File: src/rtl/id_stage_reg.sv
`default_nettype none
// +-----------------------------------------------------------------------+
// | id_stage_reg : fetch->decode pipeline register with immediate slicing |
// | Rev 1.0                                                               |
// +-----------------------------------------------------------------------+
module id_stage_reg #(
  parameter logic [31:0] NOP_INSTR = 32'h00000013,
  parameter logic [31:0] RESET_PC  = 32'h00000000
) (
  input  logic        clk,
  input  logic        rstn,
  input  logic        in_valid,
  output logic        in_ready,
  input  logic [31:0] in_instr,
  input  logic [31:0] in_pc,
  input  logic        flush,
  output logic        out_valid,
  input  logic        out_ready,
  output logic [31:0] out_instr,
  output logic [31:0] out_pc,
  output logic [11:0] iimm,
  output logic [11:0] simm,
  output logic [11:0] bimm,
  output logic [19:0] uimm,
  output logic [19:0] jimm,
  output logic [5:0]  EXTOp,
  output logic [4:0]  rs1,
  output logic [4:0]  rs2,
  output logic [4:0]  rd,
  output logic [2:0]  funct3,
  output logic [6:0]  funct7,
  output logic        illegal
);

  localparam logic [5:0] c_EXT_SHAMT = 6'b100000;
  localparam logic [5:0] c_EXT_ITYPE = 6'b010000;
  localparam logic [5:0] c_EXT_STYPE = 6'b001000;
  localparam logic [5:0] c_EXT_BTYPE = 6'b000100;
  localparam logic [5:0] c_EXT_UTYPE = 6'b000010;
  localparam logic [5:0] c_EXT_JTYPE = 6'b000001;
  localparam logic [5:0] c_EXT_NONE  = 6'b000000;

  logic        r_valid;
  logic [31:0] r_instr;
  logic [31:0] r_pc;
  logic [5:0]  r_extop;
  logic        r_illegal;

  logic [5:0]  w_extop;
  logic        w_illegal;
  logic        w_accept;

  assign in_ready = flush | ~r_valid | out_ready;
  assign w_accept = in_valid & in_ready & ~flush;

  // Opcode decode happens on the incoming instruction so that EXTOp is a flop output.
  always_comb begin
    w_extop   = c_EXT_NONE;
    w_illegal = 1'b0;
    case (in_instr[6:0])
      7'b0010011: w_extop = (in_instr[14:12] == 3'b001 || in_instr[14:12] == 3'b101)
                            ? c_EXT_SHAMT : c_EXT_ITYPE;
      7'b0000011,
      7'b1100111: w_extop = c_EXT_ITYPE;
      7'b0100011: w_extop = c_EXT_STYPE;
      7'b1100011: w_extop = c_EXT_BTYPE;
      7'b0110111,
      7'b0010111: w_extop = c_EXT_UTYPE;
      7'b1101111: w_extop = c_EXT_JTYPE;
      7'b0110011,
      7'b0001111,
      7'b1110011: w_extop = c_EXT_NONE;
      default:    w_illegal = 1'b1;
    endcase
  end

  always_ff @(posedge clk) begin
    if (!rstn || flush) begin
      r_valid   <= 1'b0;
      r_instr   <= NOP_INSTR;
      r_pc      <= RESET_PC;
      r_extop   <= c_EXT_ITYPE;
      r_illegal <= 1'b0;
    end else if (w_accept) begin
      r_valid   <= 1'b1;
      r_instr   <= in_instr;
      r_pc      <= in_pc;
      r_extop   <= w_extop;
      r_illegal <= w_illegal;
    end else if (out_ready) begin
      r_valid   <= 1'b0;
    end
  end

  assign out_valid = r_valid;
  assign out_instr = r_instr;
  assign out_pc    = r_pc;
  assign EXTOp     = r_extop;
  assign illegal   = r_illegal;

  // Raw field slices; sign extension belongs to the extender.
  assign iimm   = r_instr[31:20];
  assign simm   = {r_instr[31:25], r_instr[11:7]};
  assign bimm   = {r_instr[31], r_instr[7], r_instr[30:25], r_instr[11:8]};
  assign uimm   = r_instr[31:12];
  assign jimm   = {r_instr[31], r_instr[19:12], r_instr[20], r_instr[30:21]};
  assign rs1    = r_instr[19:15];
  assign rs2    = r_instr[24:20];
  assign rd     = r_instr[11:7];
  assign funct3 = r_instr[14:12];
  assign funct7 = r_instr[31:25];

endmodule
`default_nettype wire

File: config.mk
export PLATFORM = sky130hd
export DESIGN_NAME = id_stage_reg
export DESIGN_NICKNAME = d
export VERILOG_FILES = /design/src/rtl/id_stage_reg.sv
export SDC_FILE = /design/constraint.sdc
export NUM_CORES = 1
export LEC_CHECK = 0
export ABC_AREA = 1
export BUFFER_PORTS_ARGS = -buffer_cell sky130_fd_sc_hd__buf_2
export CAP_MARGIN = 20
export CORE_ASPECT_RATIO = 0.8
export CORE_MARGIN = 2
export CORE_UTILIZATION = 41
export DETAILED_ROUTE_END_ITERATION = 8
export PLACE_DENSITY = 0.86
export REMOVE_ABC_BUFFERS = 1
export SYNTH_ARGS = -nofsm -noshare
export SYNTH_HDL_FRONTEND = slang
export SYNTH_SLANG_ARGS = --single-unit
File: constraint.sdc
create_clock -name clk -period 1.3 [get_ports clk]
set_clock_uncertainty 0.05 [all_clocks]
set_input_delay 0.065 -clock clk [delete_from_list [all_inputs] [get_ports clk]]
set_output_delay 0.065 -clock clk [all_outputs]
set_load 0.01 [all_outputs]
[After elaboration in Yosys (flattened, before gate mapping)]
Index checks and enable logic that the tools add are counted.
Storage, ports and cells
  flip-flop bits (word level): 72
  word-level logic and storage cells: 36
  output and inout port bits: 174
  input port bits: 69
Cells by class
  bitwise logic cells: 6
  reductions and logical operators: 7
  equality and inequality tests: 13
  muxes and demuxes: 5
Operators by type and width (count)
  case mux 6 bit (6 select lines): 1
  == test 7 bit (second input constant): 4
  == test 7 x 6 -> 1 bit (second input constant): 3
  == test 7 x 5 -> 1 bit (second input constant): 2
  OR reduction 11 bit: 1
  == test 7 x 2 -> 1 bit (second input constant): 1
  == test 7 x 4 -> 1 bit (second input constant): 1
  two-way mux 6 bit: 1
  OR reduction 2 bit: 2
  == test 3 x 1 -> 1 bit (second input constant): 1
  == test 3 bit (second input constant): 1
  two-way mux 1 bit: 3
  bitwise AND 1 bit: 2
  logical OR 1 bit: 2
  inverter 1 bit: 2
  bitwise OR 1 bit: 2
  nonzero test 2 bit: 1
  zero test 1 bit: 1

[Logic depth before layout (Yosys ltp)]
Gate-level depths: netlist of the first run.
  word-level depth: 6
  mapped depth: 8
  gate-level depth less buffers: 8

[Worst setup path after synthesis of the first run]
OpenSTA, ideal clock, no wires.
  kind: reg2reg
  start: register r_valid (netlist: out_valid)
  end: register r_pc[0] (netlist: out_pc[0])
  slack: 0.070 ns
  setup time: 0.116 ns
  required time: 1.134 ns
  data arrival time: 1.064 ns
  cell stages (with the launch flop): 8
  period minus slack after synthesis: 1.230 ns
  buffers on the path: 2
  cell sequence: dfxtp_1 -> inv_1 -> nor2_2 -> nor2_2 -> buf_4 -> buf_2 -> o21ai_0 -> nor2_1
Between the ends
  cells in the longest elaborated chain, start to end: 5
Ends and longest elaborated chain
  start, declared: line 43  | logic r_valid;
  start signal, assigned: line 79  | r_valid <= 1'b0;
  start signal, assigned: line 85  | r_valid <= 1'b1;
  start signal, assigned: line 91  | r_valid <= 1'b0;
  inverter 1 bit: line 53  | assign in_ready = flush | ~r_valid | out_ready;
  bitwise OR 1 bit (2 in a row): line 53
  bitwise AND 1 bit (2 in a row): line 54  | assign w_accept = in_valid & in_ready & ~flush;
  end signal, assigned: line 87  | r_pc <= in_pc;
  end, declared: line 45  | logic [31:0] r_pc;
Every way passes these cells.
A chain may end at the register's enable or synchronous reset.

[Worst setup path after layout of the first run]
  start: input out_ready
  end: register r_extop[4] (netlist: EXTOp[4])
Between the ends
  cells in the longest elaborated chain, start to end: 3
Ends and longest elaborated chain
  start, declared: line 18  | input logic out_ready,
  bitwise OR 1 bit: line 53
  bitwise AND 1 bit (2 in a row): line 54
  end signal, assigned: line 82  | r_extop <= c_EXT_ITYPE;
  end signal, assigned: line 88  | r_extop <= w_extop;
  end, declared: line 46  | logic [5:0] r_extop;
Every way passes these cells.

==> summary.md, run 1 <==
| Metric | Value |
|---|---|
| Status | finished with violations |
| Worst hold stages | 3 |
| Worst-Margin Slew | 0.339 ns |
| Drt pass-1 iters | 5 |
| Grt ovf | 0 |
| Setup crit end kind | flip-flop |
| Peak VDD IR | about 520 uV |
| Unique masters post-synth | 19 |
| RSZ-0062 raised after global routing | yes |
| Pwr per Cell Area | between 900 and 1000 nW/um2 |
| WHS Endpoint | out_instr[4] |
| Ports | 243 |
| Setup ws final | -0.0272 ns |
| Sequential area share after synthesis | 41.6% |
| Detailed Place HPWL | 6.29 mm |
| Final setup violating endpoints | 6 |
| Multiplexer share of the synthesized area | 0% |
| Number of core rows | 29 |
| Worst Path Max Fanout | 6 |
| Min cycle time layout | ~1.3 ns |
| Post-Synth Adder-Cell Area | 0% |
| Die Area | 9200 um2 |
| CTS tree | done |
| Layout cells sized above 1 | 44.4% |
| CP required | 1.46 ns |
| Register-to-register setup slack | -0.02 ns |
| DR WL/cell | 13.7 um |
| DRT iter0 DRCs | 189 |
| Compound-Gate Fraction of Synth Area | 11.8% |
| Post-Synth XOR/XNOR Area | 0% |
| Root Driver | clkbuf_8 |
| Main synth FF type | dfxtp_1 |
| Final core utilization | 61.9% |
| Remaining DRCs | 0 |
| Largest net degree at the start of global routing | 42 |
| CTS buffer count | 9 |
| Pins Over Slew Limit | 0 |
| GRT Overall Usage | 21.2% |
| Filler cells | 658 |
| Die Span Y | 86.2 um |
| Post-Route WL | about 11 mm |
| Synthesized instance count | 454 |
| CTS Buffer Depth | 2 |
| Synth Area in Simple Gates | 18.6% |
| Post-route ant nets | 0 |
| Critical path launch point type | primary input |
| FF+latch count, synth | 72 |
| Achievable frequency | 753 MHz |
| Syn_area_per_cell | around 7.6 um2 |
| Total power | 4860 uW |
| Non-Filler Instances | 773 |
| P_leak | 0.00277 uW |
| CTS clk-pin slew, worst paths | 0.07 ns |
| Die Wd | 107 um |
| Layout Nets | 732 |
| Async set or reset register ratio after synthesis | 0% |
| Final Cycle Share | 102% |
| CTS H-tree lvls | 3 |
| CP top delay family | buffers and inverters |
| WP buf/inv | 4 |
| Relative slew slack | a little under 80% |
| CTS sink cnt | 72 |
| Critical-path cell list | dlygate4sd3_1 -> buf_2 -> nor2_4 -> nor2_4 -> nand2_4 -> buf_12 -> clkbuf_16 -> nand2_1 -> nand3_1 |
| Vias in the first global route | 3373 |
| Max_cap viols | 0 |
| Post-Syn Area | 3460 um2 |
| Crit-path most repeated cell | nor2_4 |
| Kind of critical path | primary input to flip-flop |
| Sequential cell area | 1440 um2 |
| Routability cong. | 0.861 |
| Core Area | 8060 um2 |
| Slowest stage cell, crit path | dlygate4sd3_1 |
| Placed cells | 687 |
| Yosys warnings | 0 |
| Slowest stage delay, CP | between 0.5 and 0.6 ns |
| # diodes | 0 |
| Worst-Skew Late Latency | 0.32 ns |
| Port Buffers | 242 |
| WP data arrival | 1.49 ns |
| Drt via density | 4.70 |
| Final Hold Fails | 0 |
| Worst R2R Start | out_valid |
| Antenna violations before repair | 0 |
| Area Growth Syn to Fin | 44.1% |
| EDFF count, synth | 0 |
| Largest family of logic cells by synthesized area | buffers and inverters |
| Hold crit path type | primary input to flip-flop |
| Failing checks | setup timing |
| Area of the multi-input gates | 1140 um2 |
| Capture point of the worst reg-to-reg path | EXTOp[4] |
| Instance count on the critical path | 9 |
| Worst Reg2Reg Path Length in Cells | 8 |
| Worst hold start | in_instr[4] |
| First-pass GRT wire length | 15.8 mm |
| Initial Utilization | a little over two fifths |
| Vias | between 3000 and 4000 |
[cell usage after synthesis, types with 2 or more instances]
| cell type | n | area share (%) |
|---|---|---|
| a21oi_1 | 12 | 1.7 |
| dfxtp_1 | 72 | 42 |
| buf_6 | 8 | 2.6 |
| clkbuf_1 | 5 | 0.54 |
| buf_4 | 102 | 22 |
| inv_2 | 2 | 0.22 |
| buf_2 | 8 | 1.2 |
| nor2_2 | 2 | 0.36 |
| o21ai_0 | 56 | 8.1 |
| nand3_1 | 6 | 0.87 |
| inv_1 | 12 | 1.3 |
| nand2_1 | 26 | 2.8 |
| nor2_1 | 126 | 14 |
| nand2_2 | 2 | 0.36 |
| o21ai_1 | 11 | 1.6 |
[worst register-to-register path: stages, from the launching register on]
cell	delay [ns]
dfxtp_2	0.33
inv_2	0.06
nor2_4	0.04
nor2_4	0.14
nand2_4	0.13
buf_12	0.16
clkbuf_16	0.16
nand2_1	0.07
nand3_1	0.08
[what timing repair did]
item	4_1_cts	5_1_grt
pin swaps	0	6
hold endpoints to repair	66	0
resized for setup	3	31
endpoints found under the setup margin	3	61
cloned	1	2
hold buffers	66	0
buffers inserted	0	4
[sequential cells by signal, summed over array words and instances (netlist names)]
register	cells
out_pc	32
out_valid	1
EXTOp	6
out_instr	32
illegal	1
[cell type report]
type / instances / share of cell area, %
timing repair inverter: 1 / 0.150
timing repair buffer: 320 / 41.2
clock inverter: 4 / 0.502
inverter: 14 / 1.13
sequential: 72 / 28.9
multi-input combinational: 245 / 22.9
tap: 108 / 2.71
clock buffer: 9 / 2.48
[worst max-delay path by stage]
| stage | start | slack, ns | endpoint |
|---|---|---|---|
| floorplan | out_valid | -1.80 | EXTOp[0] |
| global placement | out_valid | 0.003 | EXTOp[0] |
| detailed placement | out_valid | -0.07 | EXTOp[0] |
| CTS | out_valid | 0.01 | illegal |
| global route | out_valid | -0.08 | EXTOp[0] |
| finish | out_ready | -0.03 | EXTOp[4] |
[power breakdown]
part	switching [uW]	internal, uW	total [uW]	leakage [uW]
Combinational	532	501	1030	0.00211
Clock	770	653	1420	0.0000728
Sequential	91.6	2310	2400	0.000591
Total	1390	3470	4860	0.00277
[layer usage]
| metal | vias up | GRT usage, % | part of all wire, % |
|---|---|---|---|
| met5 | - | 0 | 0 |
| met4 | 0 | 6.49 | 1.4 |
| met3 | 16 | 5.49 | 8.3 |
| met2 | 207 | 40.0 | 52 |
| met1 | 1666 | 23.5 | 38 |
| li1 | 1743 | - | - |
[through the flow]
step                      hold slack [ns]  TNS [ns]  cell area (um2)  setup WS [ns]
final                              0.0269   -0.0650             4990        -0.0272
after floorplan                     0.128   -106.09             2550          -1.80
after CTS                         0.00282         0             4810         0.0127
after detailed placement            0.243    -0.134             3980        -0.0683
after global placement              0.236         0             3980        0.00253
after global routing              0.00987     -1.76             4990        -0.0778
[cells by family (layout without fill, tap and decap cells)]
kind of cell	after synthesis	in the layout
AO/OA/AOI/OAI	80	80
buffers and inverters	137	348
flip-flops	72	72
AND/OR/NAND/NOR	165	165
[cells in the final DEF (no fill, tap or decap), drive strengths merged]
| cell type | n |
|---|---|
| clkinv | 2 |
| nand3b | 1 |
| nor2 | 128 |
| o211ai | 1 |
| clkinvlp | 4 |
| buf | 253 |
| a21oi | 12 |
| dfxtp | 72 |
| clkbuf | 10 |
| dlymetal6s4s | 1 |
| nand3 | 6 |
| o21ai | 67 |
| dlygate4sd3 | 65 |
| inv | 13 |
| nand2 | 28 |
| nand4 | 1 |
| nor3 | 1 |
No activity file was read; power rests on OpenSTA's default activity.
==> run 2: changes to the inputs <==
ABC_AREA = 0   (was 1)
==> run 2 against run 1 <==
The run now ends clean. Setup slack gained 0.080 ns. Hold slack got worse by 0.0025 ns. Clock-buffer cell count is 3 higher. Cell count fell by 1.9%. Routed wire length fell by 2.9%. Critical path depth fell by 4. Critical path type unchanged. Largest power group unchanged.
==> summary.md, run 2 <==
| Metric | Value |
|---|---|
| Status | completed |
| Crit-path most repeated cell | dlygate4sd3_1 |
| P_leak | 0.00258 uW |
| Slowest stage cell, crit path | dlygate4sd3_1 |
| Layout Nets | 713 |
| Largest area contributor in the netlist | dfxtp_1 |
| Die Area | slightly above 9000 um2 |
| WP buf/inv | 4 |
| RSZ-0062 raised after global routing | no |
| Hold crit path type | primary input to flip-flop |
| Async set or reset register ratio after synthesis | 0% |
| Grt ovf | 0 |
| WP data arrival | roughly 1.4 ns |
| Post-Syn Area | 3400 um2 |
| Critical-path cell list | buf_2 -> dlygate4sd3_1 -> inv_1 -> a21oi_1 -> dlygate4sd3_1 |
| Synthesized instance count | between 400 and 500 |
| Most instantiated library cell after synthesis | nand2_1 |
| Worst-Skew Late Latency | 0.32 ns |
| Port Buffers | 242 |
| Min cycle time layout | 1.25 ns |
| Routability cong. | about 0.85 |
| Drt pass-1 iters | 5 |
| Vias | around 3500 |
| DRT iter0 DRCs | 187 |
| CTS buffer count | 9 |
| First-pass GRT wire length | around 16 mm |
| Most common library cells after synthesis | nand2_1 (137), buf_4 (104), dfxtp_1 (72), a21oi_1 (68), clkbuf_1 (11) |
| CTS sink cnt | 72 |
| Post-route ant nets | 0 |
| Core Area | 7980 um2 |
| CP top delay family | buffers and inverters |
| Die Span Y | 85.5 um |
| Unique masters post-synth | 30 |
| Final setup violating endpoints | 0 |
| Slowest stage delay, CP | 0.57 ns |
| Final Hold Fails | 0 |
| Placement Cell Area | about 4000 um2 |
| CTS clk-pin slew, worst paths | 0.06 ns |
| Hold_ws | approximately 0.024 ns |
| Largest net degree at the start of global routing | 67 |
| Initial Utilization | 42.6% |
| Vias in the first global route | 3244 |
| CTS tree | done |
| EDFF count, synth | 0 |
| Main area contributors after synthesis | dfxtp_1 (42%), buf_4 (23%), nand2_1 (15%) |
| Post-Route WL | between 10 and 15 mm |
| Root Driver | clkbuf_8 |
| DR WL/cell | 13.6 um |
| Sequential area share after synthesis | 42.4% |
| Kind of critical path | primary input to flip-flop |
| Achievable frequency | between 800 and 900 MHz |
| Yosys warnings | 0 |
| FF+latch count, synth | 72 |
| Setup WS pre-CTS | -0.00553 ns |
| Peak VDD IR | 724 uV |
| Pwr per Cell Area | between 1000 and 1500 nW/um2 |
| Commonest cells after routing, fill and taps aside | buf_2 (241), nand2_1 (136), dfxtp_1 (71) |
| Main synth FF type | dfxtp_1 |
| Pins Over Slew Limit | 0 |
| Ports | 243 |
| GRT Overall Usage | 21.3% |
| Final cell area excluding filler cells | 4930 um2 |
| Drt via density | 4.68 |
| CTS Buffer Depth | 2 |
| Yosys top cell area share | 42.4% |
| Critical path launch point type | primary input |
| CP required | between 1 and 1.5 ns |
| Most common cell after layout, fill and taps aside | buf_2 |
| Area Growth Syn to Fin | 44.9% |
| Antenna violations before repair | 0 |
| Remaining DRCs | 0 |
| Relative slew slack | 72.7% |
| Layout cells sized above 1 | between 40% and 50% |
| Worst-Margin Slew | slightly above 0.4 ns |
| CTS H-tree lvls | 3 |
| Setup ws final | 0.0529 ns |
| Setup crit end kind | flip-flop |
| Number of core rows | 29 |
| Filler cells | approximately 660 |
| Final Cycle Share | between 90 and 100% |
| Syn_area_per_cell | between 7 and 8 um2 |
| Worst Path Max Fanout | 4 |
| Die Wd | 106 um |
| Detailed Place HPWL | 6.33 mm |
| Max_cap viols | 0 |
==> run 2: changes by cell type after synthesis, moves of 3 or more <==
cell	previous run	this run
inv_1	12	2
o21ai_0	56	0
o21ai_1	11	1
clkbuf_1	5	11
nor2_1	126	4
nand2_1	26	137
buf_6	8	0
a21oi_1	12	68
nand2b_1	0	3
==> run 2: final cells by class <==
class	count	area, um2	share of cell area [%]
Timing Repair Buffer	319	2020	40.9
Antenna cell	1	2.50	0.0507
Tap cell	108	135	2.74
Multi-Input combinational cell	240	1100	22.4
Sequential cell	72	1440	29.3
Clock inverter	4	77.6	1.57
Inverter	2	7.51	0.152
Clock buffer	12	145	2.94
==> run 2: power by group <==
group          leakage [uW]  switching (uW)  internal, uW
Combinational       0.00188             427           419
Sequential         0.000587            57.1          2270
Clock              0.000111             807          1140
Total               0.00258            1290          3830
==> run 2: tightest hold or removal path, delay by kind of cell <==
kind,cells,cell delay (ns)
compound gates,1,0.06
simple gates,1,0.09
buf+inv,1,0.14
==> run 2: cells by family (layout without fill, tap and decap cells) <==
logic type      after synthesis  count (layout)  share of synthesized area (%)
simple gates                164             164                           20.0
buf+inv                     127             337                           25.8
compound gates               75              75                           11.6
flops                        72              72                           42.4
xor+xnor                      1               1                          0.257
other cells                   0               1                              0
==> run 2: stage by stage <==
stage / cells / utilization [%] / TNS, ns / total power, uW
floorplan: 314 / - / -49.03 / 2660
global placement: 672 / 49.7 / 0 / 3020
detailed placement: 672 / 49.7 / -0.00553 / 3030
CTS: 755 / 61.0 / 0 / 5150
global route: 757 / 61.7 / 0 / 5370
finish: 758 / 61.8 / 0 / 5130
==> run 2: worst paths after layout <==
kind,startpoint,to,slack [ns],cells after the start
min reg2reg,out_pc[22],out_pc[22],0.41,2
min,in_instr[5],EXTOp[3],0.02,3
max reg2reg,out_valid,EXTOp[0],0.06,4
max,in_valid,out_valid,0.05,5
==> run 2: timing repair <==
| action | CTS | global route |
|---|---|---|
| cloned | 0 | 1 |
| gates resized for setup | 2 | 6 |
| endpoints found under the hold margin | 65 | 0 |
| pin swaps | 1 | 2 |
| hold buffers | 67 | 0 |
| setup endpoints to repair | 2 | 18 |
| setup buffers | 0 | 1 |
==> run 2: layer usage <==
metal,part of all wire (%),GRT usage (%),up-vias
met5,0,0,-
li1,-,-,1713
met4,1.3,7.54,0
met2,50,37.7,207
met1,40,24.7,1613
met3,9.0,6.23,15
